[src/rtl/gpu_axil_write_master.sv]
// rtl/gpu_axil_write_master.sv - single-outstanding AXI-Lite write master with response timeout
module gpu_axil_write_master #(
  parameter int unsigned TIMEOUT_CYCLES = 255
) (
  input  logic        clk,
  input  logic        rst_n,
  input  logic        cmd_valid,
  output logic        cmd_ready,
  input  logic [31:0] cmd_addr,
  input  logic [31:0] cmd_data,
  output logic [31:0] host_awaddr,
  output logic        host_awvalid,
  input  logic        host_awready,
  output logic [31:0] host_wdata,
  output logic        host_wvalid,
  input  logic        host_wready,
  input  logic [1:0]  host_bresp,
  input  logic        host_bvalid,
  output logic        host_bready,
  output logic        done_valid,
  output logic [1:0]  done_resp,
  output logic        done_timeout,
  output logic        busy
);

  typedef enum logic [1:0] {
    IDLE   = 2'd0,
    SEND   = 2'd1,
    WAIT_B = 2'd2
  } state_t;

  localparam logic [31:0] TO_LIMIT = 32'(TIMEOUT_CYCLES);
  localparam logic        TO_EN    = (TIMEOUT_CYCLES != 0);

  state_t     state;
  state_t     state_next;
  logic       aw_done;
  logic       w_done;
  logic [7:0] to_cnt;
  logic [7:0] to_cnt_inc;
  logic       aw_fire;
  logic       w_fire;
  logic       aw_fin;
  logic       w_fin;
  logic       b_fire;
  logic       to_hit;

  assign cmd_ready = (state == IDLE);
  assign busy      = (state != IDLE);

  assign aw_fire = host_awvalid && host_awready;
  assign w_fire  = host_wvalid && host_wready;
  assign aw_fin  = aw_done || aw_fire;
  assign w_fin   = w_done || w_fire;
  assign b_fire  = host_bvalid && host_bready;

  // The limit is compared against the post-increment count so the completion
  // lands exactly TIMEOUT_CYCLES cycles after bready rises.
  assign to_cnt_inc = (to_cnt == 8'hFF) ? to_cnt : to_cnt + 8'd1;
  assign to_hit     = TO_EN && (32'(to_cnt_inc) == TO_LIMIT);

  always_ff @(posedge clk or negedge rst_n) begin
    if (!rst_n) begin
      state <= IDLE;
    end else begin
      state <= state_next;
    end
  end

  always_comb begin
    state_next = state;
    case (state)
      IDLE: begin
        if (cmd_valid) state_next = SEND;
      end
      SEND: begin
        if (aw_fin && w_fin) state_next = WAIT_B;
      end
      WAIT_B: begin
        if (b_fire || to_hit) state_next = IDLE;
      end
      default: state_next = IDLE;
    endcase
  end

  always_ff @(posedge clk or negedge rst_n) begin
    if (!rst_n) begin
      host_awaddr  <= '0;
      host_wdata   <= '0;
      host_awvalid <= 1'b0;
      host_wvalid  <= 1'b0;
      host_bready  <= 1'b0;
      aw_done      <= 1'b0;
      w_done       <= 1'b0;
      to_cnt       <= '0;
      done_valid   <= 1'b0;
      done_resp    <= 2'b00;
      done_timeout <= 1'b0;
    end else begin
      done_valid <= 1'b0;
      case (state)
        IDLE: begin
          if (cmd_valid) begin
            host_awaddr  <= cmd_addr;
            host_wdata   <= cmd_data;
            host_awvalid <= 1'b1;
            host_wvalid  <= 1'b1;
            aw_done      <= 1'b0;
            w_done       <= 1'b0;
          end
        end
        SEND: begin
          if (aw_fire) begin
            host_awvalid <= 1'b0;
            aw_done      <= 1'b1;
          end
          if (w_fire) begin
            host_wvalid <= 1'b0;
            w_done      <= 1'b1;
          end
          if (aw_fin && w_fin) begin
            host_bready <= 1'b1;
            to_cnt      <= '0;
          end
        end
        WAIT_B: begin
          // A response arriving in the timeout cycle still reports its real code.
          if (b_fire) begin
            host_bready  <= 1'b0;
            done_valid   <= 1'b1;
            done_resp    <= host_bresp;
            done_timeout <= 1'b0;
          end else if (to_hit) begin
            host_bready  <= 1'b0;
            done_valid   <= 1'b1;
            done_resp    <= 2'b10;
            done_timeout <= 1'b1;
          end else begin
            to_cnt <= to_cnt_inc;
          end
        end
        default: ;
      endcase
    end
  end

endmodule

[config.mk]
export PLATFORM = sky130hd
export DESIGN_NAME = gpu_axil_write_master
export DESIGN_NICKNAME = d
export VERILOG_FILES = /design/src/rtl/gpu_axil_write_master.sv
export SDC_FILE = /design/constraint.sdc
export NUM_CORES = 1
export LEC_CHECK = 0
export CORE_MARGIN = 2
export CORE_UTILIZATION = 60
export DETAILED_ROUTE_END_ITERATION = 8
export DONT_BUFFER_PORTS = 1
export PLACE_DENSITY = 0.76
export REMOVE_ABC_BUFFERS = 1
export SETUP_SLACK_MARGIN = 0.4
export SYNTH_ARGS = -nofsm -noshare
export SYNTH_HDL_FRONTEND = slang
export SYNTH_SLANG_ARGS = --single-unit
[constraint.sdc]
create_clock -name clk -period 3 [get_ports clk]
set_clock_uncertainty 0.2 [all_clocks]
set_input_delay 0.45 -clock clk [delete_from_list [all_inputs] [get_ports clk]]
set_output_delay 0.45 -clock clk [all_outputs]
set_load 0.02 [all_outputs]
# ---- Word level (Yosys, flattened, before mapping)
# Index checks and enable logic that the tools add are counted.
dict set report totals {
  reg_bits 83
  inputBits 72
  out_inout_bits 73
  elab_cells 74
}
dict set report op_classes {
  n_addsub 1
  eq_ne 12
  mux 30
  n_reduce_logical 19
}
# operator n
set ops {}
lappend ops {{8-bit two-way mux} 4}
lappend ops {{8-bit == test, second input constant} 2}
lappend ops {{8-bit case mux with 2 select lines} 1}
lappend ops {{1-bit two-way mux} 14}
lappend ops {{2-bit != test, second input constant} 7}
lappend ops {{3-bit AND reduction} 4}
lappend ops {{2-bit two-way mux} 5}
lappend ops {{1-bit case mux with 2 select lines} 5}
lappend ops {{8-bit by 1-bit adder with 8-bit output, second input constant} 1}
lappend ops {{2-bit nonzero test} 4}
lappend ops {{2-bit case mux with 3 select lines} 1}
lappend ops {{1-bit logical AND} 4}
lappend ops {{2-bit AND reduction} 2}
lappend ops {{4-bit AND reduction} 1}
lappend ops {{1-bit logical OR} 3}
lappend ops {{3-bit != test, second input constant} 1}
lappend ops {{2-bit by 1-bit == test with 1-bit output, second input constant} 1}
lappend ops {{2-bit == test, second input constant} 1}
lappend ops {{2-bit logical NOT} 1}

# ---- Longest topological paths before layout
dict set report depth {
  depth_word 6
  ltp_mapped 7
  depth_no_buf 7
}

# ---- Worst setup path before layout
# No wires, ideal clock.
dict set report synth_timing {
  path_type {register -> register}
  from {register to_cnt[0]}
  to {register to_cnt[0]}
  setup_ns 0.121
  arrival_ns 2.040
  required_ns 2.679
  slack_ns 0.639
  path_stages_with_launch 8
  path_buffers 0
  period_less_slack_ns 2.361
  path_cell_list {dfrtp_1 ha_1 and4_4 a211o_1 a221oi_4 a31oi_4 mux2i_1 a22o_1}
}
dict set report synth_between {
  elab_chain_len 5
  elab_cells_between_ends 9
  classes_between {1 x add/sub; 3 x eq/ne; 4 x mux; 1 x reduce/logical}
}
# item line
set synth_rtl {}
lappend synth_rtl {{start: declaration} 39} ;# logic [7:0] to_cnt;
lappend synth_rtl {{start signal: assignment} 139} ;# to_cnt <= to_cnt_inc;
lappend synth_rtl {{8-bit by 1-bit adder with 8-bit output or 8-bit == test (tied branches)} 59} ;# assign to_cnt_inc = (to_cnt == 8'hFF) ? to_cnt : to_cnt + 8'd1;
lappend synth_rtl {{8-bit two-way mux *} 59}
lappend synth_rtl {{8-bit == test or 8-bit two-way mux (tied branches)} {60, 133}}
lappend synth_rtl {{2-bit != test (no line) or 8-bit two-way mux (tied branches)} --}
lappend synth_rtl {{4-bit AND reduction (no line) or 8-bit case mux with 2 select lines (tied branches)} --}
# Mark *: on every way between the ends. The rest lies on a longest branch, timed or not. The select of a mux whose other input is x is not followed.
# A chain may end at the register's enable or synchronous reset.

# ---- Worst setup path in the final report
# Same ends and word-level chain as after synthesis.

==> run_results.csv <==
group,metric,value,unit
logic_synthesis,synthTopCellsByArea,"dfrtp_1 61%, mux2_2 21%, a21oi_1 1.5%",
clocking,cts_buffers,9,
sta,rsz0062_at_grt,"false",
placed_design,gp_congestion,0.855,
final_layout,final_common_cell,"dfrtp_1",
clocking,h-tree-depth,3,
logic_synthesis,synth_edf_count,0,
setup_path,cp_slowest_cell,"dfrtp_1",
setup_path,path_max_fanout,10,
floorplan,initial_core_util,62.1,%
clocking,cts_max_path_buffers,2,
setup_path,critical_path.endpoint,"to_cnt[0]$_DFFE_PN0P_",
placed_design,hpwlAfterDp,4580,um
sta,tightestPinTransition,0.598,ns
sta,hold_viol,0,
clocking,cts_sinks,83,
sta,maxSlewViolCount,0,
logic_synthesis,syn_area,0.00340,sq mm
setup_path,cpLargestDelayFamily,"compound AO/OA/AOI/OAI gates",
grt,grt_max_degree,84,
setup_path,critPathRequiredTime,3.03,ns
routing,wl,6460,um
sta,fin_crit,2.48,ns
placed_design,place_ws,0.503,ns
worst_hold_path,min_path_type,"in2reg",
logic_synthesis,syn_inst,246,
clocking,cts.clk_slew.worst_paths,0.08,ns
floorplan,die_w,79.2,um
logic_synthesis,yosysTopAreaCell,"dfrtp_1",
setup_path,reg2reg_from,"to_cnt[0]$_DFFE_PN0P_",
final_layout,diodes,0,
clocking,cts_setup_buffers,0,
clocking,clk_latency,0.34,ns
floorplan,io_pins,145,
final_layout,area_growth,8.62,%
setup_path,start_kind,"register",
floorplan,core,0.00547,sq mm
routing,vias,1979,
routing,routedWlPerCell,19.7,um
setup_path,r2r_end,"to_cnt[0]$_DFFE_PN0P_",
setup_path,path_depth,7,
final_layout,final_cell_mix,"83 x dfrtp_1, 64 x mux2_2, 10 x nor2_1, 10 x a21oi_1, 10 x o21ai_0",
run_status,status,"finished, final reports clean",
setup_path,end_kind,"register",
logic_synthesis,synth_cell_types,37,
grt,antenna_found_initial,0,
setup_path,worst_path_largest_cell_delay,0.47,ns
final_layout,finalNonFillerCells,328,
sta,finalCritPeriodShare,82.5,%
job,drv_cap,0,
placed_design,dpl_cell_area,0.00346,sq mm
setup_path,worstRegToRegCells,7,
placed_design,placed_cells,310,
sta,final.setup.worst_slack,0.524,ns
pwr,total_power,4330,uW
setup_path,ff2ff_setup_slack,0.52,ns
logic_synthesis,ys.flop_type,"dfrtp_1",
final_layout,fill_cells,401,
setup_path,worstSetupStartpoint,"to_cnt[0]$_DFFE_PN0P_",
logic_synthesis,synth_top_area_share,61.1,%
setup_path,critPathBufInv,0,
routing,vias_per_cell,6.03,
floorplan,placementRows,27,
final_layout,design_area,0.00369,sq mm
floorplan,die_area,0.00628,sq mm
routing,drc,0,
pwr,power_density,1170,mW/mm^2
final_layout,drive_above_1_share,35.2,%
grt,gr-usage-all-layers,21.3,%
final_layout,nets,324,
clocking,cts_tree,"built",
setup_path,crit_chain,"ha_2 -> and4_4 -> a211o_1 -> a221oi_4 -> a31oi_4 -> mux2i_1 -> a22o_1",
clocking,root_buffer,"clkbuf_8",
grt,grt_pass1_wl,10100,um
routing,drtIter0Drc,57,
pwr,peakVddDrop,0.544,mV
logic_synthesis,ys_warn_count,0,
sta,finalSetupViolations,0,
grt,grt_pass1_vias,2026,
final_layout,seq_area,0.00208,sq mm
placed_design,port_buffers,0,
sta,fmax,404,MHz
logic_synthesis,synthArstFlopShare,100,%
sta,slew_headroom,59.8,%
logic_synthesis,ys_ff_latch,83,
floorplan,die_h,79.2,um
grt,grt_overflow_total,0,
setup_path,critPathKind,"reg2reg",
logic_synthesis,avgSynthCellArea,13.8,sq um
routing,route.antenna.remaining_nets,0,
pwr,power.leakage,0.00156,uW
setup_path,crit_arrival,2.50,ns
final_layout,multiInputGateArea,0.00125,sq mm
logic_synthesis,ys_seq_area_share,61.1,%
routing,drt_pre_antenna_iters,4,
synth_stat cells (2+ instances only):
cell / number
a311oi_1: 2
mux2_2: 64
nand4_1: 2
nand2_1: 9
mux2i_1: 2
nor2_1: 10
o21ai_0: 10
and2_1: 2
dfrtp_1: 83
a31oi_1: 6
a21oi_1: 10
buf_2: 8
inv_1: 8
and3_1: 4
nand3_1: 4
worst min path at each step:
| stage | start | to | slack (ns) | depth (start not counted) |
|---|---|---|---|---|
| finish | cmd_data[4] | host_wdata[4]$_DFFE_PN0P_ | 0.05 | 1 |
| global route | cmd_addr[29] | host_awaddr[29]$_DFFE_PN0P_ | 0.03 | 1 |
| CTS | cmd_addr[29] | host_awaddr[29]$_DFFE_PN0P_ | 0.04 | 1 |
| detailed placement | rst_n | done_resp[1]$_DFFE_PN0P_ | -0.04 | 0 |
| global placement | rst_n | done_resp[1]$_DFFE_PN0P_ | -0.04 | 0 |
| floorplan | rst_n | aw_done$_DFFE_PN0P_ | -0.05 | 0 |
cells by family after synthesis:
family | Yosys count | share of synthesized area (%)
and+or+nand+nor | 40 | 6.26
xor gates and xnor gates | 1 | 0.258
AOI/OAI and AO/OA | 38 | 7.99
DFF | 83 | 61.1
muxes | 66 | 21.8
adders and majority gates | 1 | 0.368
buffers and inverters | 17 | 2.17
area by class of cell:
type / count / area share, %
Sequential cell: 83 / 56.3
Inverter: 8 / 0.814
Clock inverter: 5 / 1.46
Timing Repair Buffer: 3 / 1.56
Tap cell: 72 / 2.44
Multi-Input combinational cell: 146 / 33.9
Clock buffer: 11 / 3.56
state kept, by name, indices dropped and copies added, names as in the netlist, 2 cells and up:
signal and count:
host_wdata 32, host_awaddr 32, done_resp 2, to_cnt 8
state 2
repair_timing:
| action | CTS | global route |
|---|---|---|
| resized for setup | 0 | 1 |
| hold buffers | 2 | 0 |
| hold endpoints to repair | 83 | 0 |
| endpoints found under the setup margin | 0 | 3 |
per-layer routing:
metal	part of all wire [%]	global-route usage, %
met1	40	26.5
met2	51	35.5
met3	7.4	5.11
met4	2.1	9.31
met5	0	0
through the flow:
stage | setup TNS [ns] | hold slack, ns | utilization (%)
3_5_place_dp | 0 | -0.0446 | 63.3
5_1_grt | 0 | 0.0298 | 67.4
6_report | 0 | 0.0544 | 67.4
2_1_floorplan | -18.23 | -0.0456 | -
4_1_cts | 0 | 0.0353 | 67.4
3_3_place_gp | 0 | -0.0444 | 63.3
worst reg2reg max path, stage by stage, from the launching register on:
cell	delay, ns
dfrtp_1	0.47
ha_2	0.26
and4_4	0.19
a211o_1	0.32
a221oi_4	0.33
a31oi_4	0.19
mux2i_1	0.18
a22o_1	0.24
report_power, final:
| group | leakage (uW) | internal, uW | switching, uW |
|---|---|---|---|
| clock network | 0.0000971 | 383 | 373 |
| logic | 0.000467 | 553 | 390 |
| registers | 0.000997 | 1630 | 996 |
(Power assumes the default switching activity.)
